**src/rtl/verificador_lfsr_pkg.sv**
```systemverilog
// rtl/verificador_lfsr_pkg.sv - shared LFSR step, tap constant and checker states
// Polynomial x^16+x^14+x^13+x^11+1, Fibonacci form, same as the random generator.
package verificador_lfsr_pkg;

  localparam logic [15:0] TAPS = 16'hB400;

  typedef enum logic {BUSCA, TRAVADO} estado_t;

  function automatic logic [15:0] proximo(input logic [15:0] s);
    return {s[14:0], ^(s & TAPS)};
  endfunction

endpackage

```
**src/rtl/lfsr_proximo.sv**
```systemverilog
// rtl/lfsr_proximo.sv - combinational next-word step of the 16-bit random LFSR
// Shared with the generator bench model so both sides step the sequence identically.
module lfsr_proximo
  import verificador_lfsr_pkg::*;
(
  input  logic [15:0] semente,
  output logic [15:0] seguinte
);

  assign seguinte = proximo(semente);

endmodule

```
**src/rtl/verificador_lfsr.sv**
```systemverilog
// rtl/verificador_lfsr.sv - locks onto the random LFSR stream and flags mispredicted words
// Relock after MAX_MISS consecutive misses is enabled by VERIFICADOR_LFSR_RELOCK_EN.
module verificador_lfsr
  import verificador_lfsr_pkg::*;
#(
  parameter int unsigned LOCK_COUNT = 4,
  parameter int unsigned MAX_MISS   = 3
) (
  input  logic        clock,
  input  logic        reset,
  input  logic        valido,
  input  logic [15:0] dado,
  output logic        travado,
  output logic        erro,
  output logic [7:0]  contagem_erros,
  output logic [15:0] esperado
);

  if (LOCK_COUNT == 0 || LOCK_COUNT > 15 || MAX_MISS == 0 || MAX_MISS > 15) begin : g_faixa
    $error("verificador_lfsr: LOCK_COUNT and MAX_MISS must be in 1..15");
  end

  localparam logic [3:0] LIMITE_ACERTOS = 4'(LOCK_COUNT);

  estado_t     estado, estado_prox;
  logic [15:0] ultimo, ultimo_prox;
  logic [15:0] esperado_prox;
  logic [15:0] predito;
  logic [3:0]  acertos, acertos_prox;
  logic        erro_prox;
  logic [7:0]  contagem_prox;
`ifdef VERIFICADOR_LFSR_RELOCK_EN
  localparam logic [3:0] LIMITE_FALHAS = 4'(MAX_MISS);
  logic [3:0]  falhas, falhas_prox;
`endif

  assign predito = proximo(ultimo);

  // esperado tracks next(ultimo) one register stage ahead so it is valid straight from the flop
  lfsr_proximo u_proximo (
    .semente  (ultimo_prox),
    .seguinte (esperado_prox)
  );

  always_comb begin
    estado_prox   = estado;
    ultimo_prox   = ultimo;
    acertos_prox  = acertos;
    erro_prox     = 1'b0;
    contagem_prox = contagem_erros;
`ifdef VERIFICADOR_LFSR_RELOCK_EN
    falhas_prox   = falhas;
`endif
    if (valido) begin
      case (estado)
        BUSCA: begin
          ultimo_prox = dado;
          // zero is the lock-up word and must never build confidence
          if (dado == predito && dado != 16'h0000) begin
            if (acertos + 4'd1 == LIMITE_ACERTOS) begin
              estado_prox  = TRAVADO;
              acertos_prox = 4'd0;
`ifdef VERIFICADOR_LFSR_RELOCK_EN
              falhas_prox  = 4'd0;
`endif
            end else begin
              acertos_prox = acertos + 4'd1;
            end
          end else begin
            acertos_prox = 4'd0;
          end
        end
        TRAVADO: begin
          // flywheel: the prediction advances regardless of what arrived
          ultimo_prox = predito;
          if (dado == predito) begin
`ifdef VERIFICADOR_LFSR_RELOCK_EN
            falhas_prox = 4'd0;
`endif
          end else begin
            erro_prox = 1'b1;
            if (contagem_erros != 8'hFF) contagem_prox = contagem_erros + 8'd1;
`ifdef VERIFICADOR_LFSR_RELOCK_EN
            if (falhas + 4'd1 == LIMITE_FALHAS) begin
              estado_prox  = BUSCA;
              acertos_prox = 4'd0;
              falhas_prox  = 4'd0;
              ultimo_prox  = dado;
            end else begin
              falhas_prox  = falhas + 4'd1;
            end
`endif
          end
        end
      endcase
    end
  end

  always_ff @(posedge clock or posedge reset) begin
    if (reset) begin
      estado         <= BUSCA;
      ultimo         <= 16'h0000;
      esperado       <= 16'h0001;
      acertos        <= 4'd0;
      erro           <= 1'b0;
      contagem_erros <= 8'd0;
`ifdef VERIFICADOR_LFSR_RELOCK_EN
      falhas         <= 4'd0;
`endif
    end else begin
      estado         <= estado_prox;
      ultimo         <= ultimo_prox;
      esperado       <= esperado_prox;
      acertos        <= acertos_prox;
      erro           <= erro_prox;
      contagem_erros <= contagem_prox;
`ifdef VERIFICADOR_LFSR_RELOCK_EN
      falhas         <= falhas_prox;
`endif
    end
  end

  assign travado = (estado == TRAVADO);

endmodule

```
**config.mk**
```make
export PLATFORM = sky130hd
export DESIGN_NAME = verificador_lfsr
export DESIGN_NICKNAME = d
export VERILOG_FILES = /design/src/rtl/verificador_lfsr_pkg.sv /design/src/rtl/lfsr_proximo.sv /design/src/rtl/verificador_lfsr.sv
export SDC_FILE = /design/constraint.sdc
export NUM_CORES = 1
export LEC_CHECK = 0
export BUFFER_PORTS_ARGS = -buffer_cell sky130_fd_sc_hd__buf_2
export CORE_MARGIN = 5
export CORE_UTILIZATION = 50
export CTS_BUF_LIST = sky130_fd_sc_hd__clkbuf_16
export CTS_CLUSTER_SIZE = 25
export DETAILED_ROUTE_END_ITERATION = 10
export GPL_TIMING_DRIVEN = 0
export PLACE_DENSITY = 0.85
export SYNTH_ARGS = -nofsm -noshare
export SYNTH_HDL_FRONTEND = slang
export SYNTH_HIERARCHICAL = 1
export SYNTH_SLANG_ARGS = --single-unit
export TNS_END_PERCENT = 100
```
**constraint.sdc**
```tcl
create_clock -name clock -period 1.8 [get_ports clock]
set_input_delay 0.36 -clock clock [delete_from_list [all_inputs] [get_ports clock]]
set_output_delay 0.36 -clock clock [all_outputs]
set_load 0.01 [all_outputs]
```
==> results by group <==
Setup path
  – Worst reg-to-reg setup slack: -0.25 ns
  – Buf/Inv on CP: 0
  – Worst EP arrival: 2.21 ns
  – Startpoint Class: flip-flop
  – Critical path cell sequence: xor2_1, nor4_1, nand4_1, nor3_4, or3_4, mux2_4
  – Slowest CP cell: dfrtp_2
  – WS Path Type: flip-flop to flip-flop
  – CP Max Fanout: 4
  – Worst setup EP type: flip-flop
  – Critical path's largest stage delay: 0.43 ns
  – Required time worst endpoint: 1.96 ns
  – Crit-path leading delay family: simple AND/OR/NAND/NOR gates

GRT
  – Met3 Resource Use GR: 4.96%
  – Met2 Use GR: 27.9%
  – GRT Residual Overflow: 0
  – Initial antenna violation count: 0
  – Pin count of the biggest net entering global routing: 26
  – GRT Util Overall: 16.9%
  – Vias in the first global route: 1,655
  – Met1 GRT Util: 21.6%
  – Global-route wire length before repair: 7.96 mm
  – Global-route layer with the greatest usage: met2

Layout
  – Most common cell after layout, fill and taps aside: dfrtp_1
  – Area Overhead vs Synth: 30.7%
  – Multi-input gate area: 996 µm²
  – Most frequent cells in the layout: 44 x dfrtp_1, 43 x buf_2, 24 x buf_4
  – Filler cells: 329
  – Storage cell area: 1150 µm²
  – Proportion of layout cells with a drive suffix above 1: ~40%
  – Final #Nets: 281
  – Final Non-Filler Cells: 313
  – Final Instance Area: ~2900 µm²
  – N_diodes: 0

Route
  – DRC: 0
  – DR iter-0 viols: 62
  – WL per Instance: approximately 15 µm
  – Routed wire length: 4.84 mm
  – Routed Antenna Nets: 0
  – Vias: 1,644
  – DR pass1 iterations: 4
  – Vias per cell: 5.25

Logic synthesis
  – Post-synthesis sequential area ratio: 52.8%
  – Synth cell types: 33
  – Predominant post-synthesis flop cell: dfrtp_1
  – Syn_area_per_cell: 11.1 µm²
  – Seq cells post-synth: 46
  – Syn. warnings: 6
  – Cells after Synth: approximately 200
  – Ys async rst share: 100%
  – EDFF count, synth: 0
  – Post-Syn Area: 2180 µm²
  – Net Count, Synth: roughly 220

Clock network
  – TritonCTS clock tree: done
  – CTS max path bufs: 2
  – Hold_buf cts: 0
  – H-tree depth: 2
  – Clk root buf: clkbuf_16
  – Num CTS Buffers: 5
  – CTS clock-pin slew for the worst setup and hold paths: 0.06 ns
  – Num Clock Sinks: between 40 and 50
  – Clk Latency, worst-skew pair: 0.28 ns

Place
  – Placed insts: 292
  – Placed Instance Area: 2490 µm²
  – DP Wirelength: roughly 3.3 mm
  – Setup slack at placement: -0.374 ns
  – RD Place Congestion: 0.868
  – Buffers on Ports: 43

Timing
  – Max Slew Vio Count: 0
  – Final Worst Setup Slack: -0.245 ns
  – Final setup viols: 15
  – Hold slack: 0.0958 ns
  – Share of the clock period used by the worst path: 114%
  – Hold Vio Cnt, Final: 0
  – Upper clock frequency limit: 0.489 GHz
  – Crit path time final: 2.05 ns
  – RSZ-0062 raised after global routing: yes
  – Skew final: between 0.004 and 0.005 ns
  – Worst-Margin Slew: just under 0.5 ns
  – Slew headroom: 67.3%

Die
  – Core Footprint: 4290 µm²
  – I/O Pins: 45
  – Chip width: ~76 µm
  – Die area: 5790 µm²
  – Die height: between 70 and 80 µm
  – Row count: 24
  – Starting Density: between 50% and 60%

Power
  – Pleak: 1.32 nW
  – Peak supply drop: 608 µV
  – Power Dens Cells: 845 nW/µm²

Run status
  – Failing checks: negative setup slack
  – Status: complete, but fails checks

Worst hold path
  – Tightest Hold Check Type: primary input to async pin

Job
  – Max cap viols: 0
-- through the flow --
step / TNS [ns] / total power [mW] / utilization, %
final: -2.63 / 2.41 / 66.5
after global routing: -4.51 / 2.55 / 66.5
after CTS: -2.12 / 2.42 / 64.5
after detailed placement: -2.57 / 1.50 / 58.1
after global placement: -11.49 / 1.49 / 57.6
after floorplan: -0.175 / 1.38 / -
-- where the power goes --
part	internal [mW]	leakage [nW]	switching, mW	total [mW]
registers	1.11	0.552	0.0444	1.16
logic	0.215	0.693	0.194	0.409
clock network	0.501	0.0724	0.347	0.848
total	1.83	1.32	0.586	2.41
-- layer usage --
| metal | up-vias | routed length (µm) |
|---|---|---|
| met5 | - | 0 |
| met4 | 0 | 108 |
| met3 | 13 | 251 |
| met2 | 38 | 2470 |
| met1 | 799 | 2010 |
| li1 | 794 | - |
-- cells in the mapped netlist, drive strengths merged (2+ instances only) --
cell / instances / area share (%)
nand3: 5 / 1.1
mux2: 3 / 1.5
or3: 2 / 0.80
mux2i: 15 / 6.9
nor3: 4 / 1.1
a21oi: 17 / 3.9
o21ai: 3 / 0.69
xor2: 18 / 7.2
nand2: 7 / 1.2
dfrtp: 45 / 52
xnor2: 10 / 4.0
nor4: 10 / 3.2
clkbuf: 5 / 0.86
nor2: 19 / 3.3
nand2b: 2 / 0.57
nand4: 3 / 0.86
ha: 2 / 1.1
buf: 16 / 5.4
-- final timing paths --
check,endpoint,cells after the start,from
setup / recovery,contagem_erros[1]$_DFFE_PP0P_,6,ultimo[13]$_DFF_PP0_
max in group asynchronous,acertos[2]$_DFFE_PP0P_,3,reset
min in group clock,ultimo[8]$_DFF_PP0_,3,dado[8]
setup reg to reg,contagem_erros[1]$_DFFE_PP0P_,6,ultimo[13]$_DFF_PP0_
hold / removal,ultimo[5]$_DFF_PP0_,2,reset
hold reg to reg,contagem_erros[5]$_DFFE_PP0P_,1,contagem_erros[5]$_DFFE_PP0P_
-- logic make-up (layout without fill, tap and decap cells) --
kind of cell,after synthesis,in the layout,share of synthesized area (%)
AO/OA/AOI/OAI,23,23,5.79
multiplexers,18,18,8.42
flip-flops,46,46,52.8
AND/OR/NAND/NOR,57,57,14.2
buffers and inverters,22,87,6.42
XOR/XNOR,28,28,11.2
adder cells (fa/ha/maj),2,2,1.15
-- final cells by class --
class	count	area share, %
plain buffers	21	5.00
clock buffers	5	4.38
clock inverters	3	0.438
inverters	1	0.132
multi-input cells	128	34.9
flip-flops and latches	46	40.4
well taps	52	2.28
repair buffers	57	12.5
-- flip-flops by register name, summed over array words and instances, names as in the netlist --
name and cells:
acertos 4, contagem_erros 8, erro 1, esperado 16
travado 1, ultimo 16
-- what timing repair did --
item                                    4_1_cts  5_1_grt
setup buffers                                11        2
pin swaps                                     8       12
resized for setup                            13       15
endpoints found under the setup margin       13       16
No activity file was read; power rests on OpenSTA's default activity.
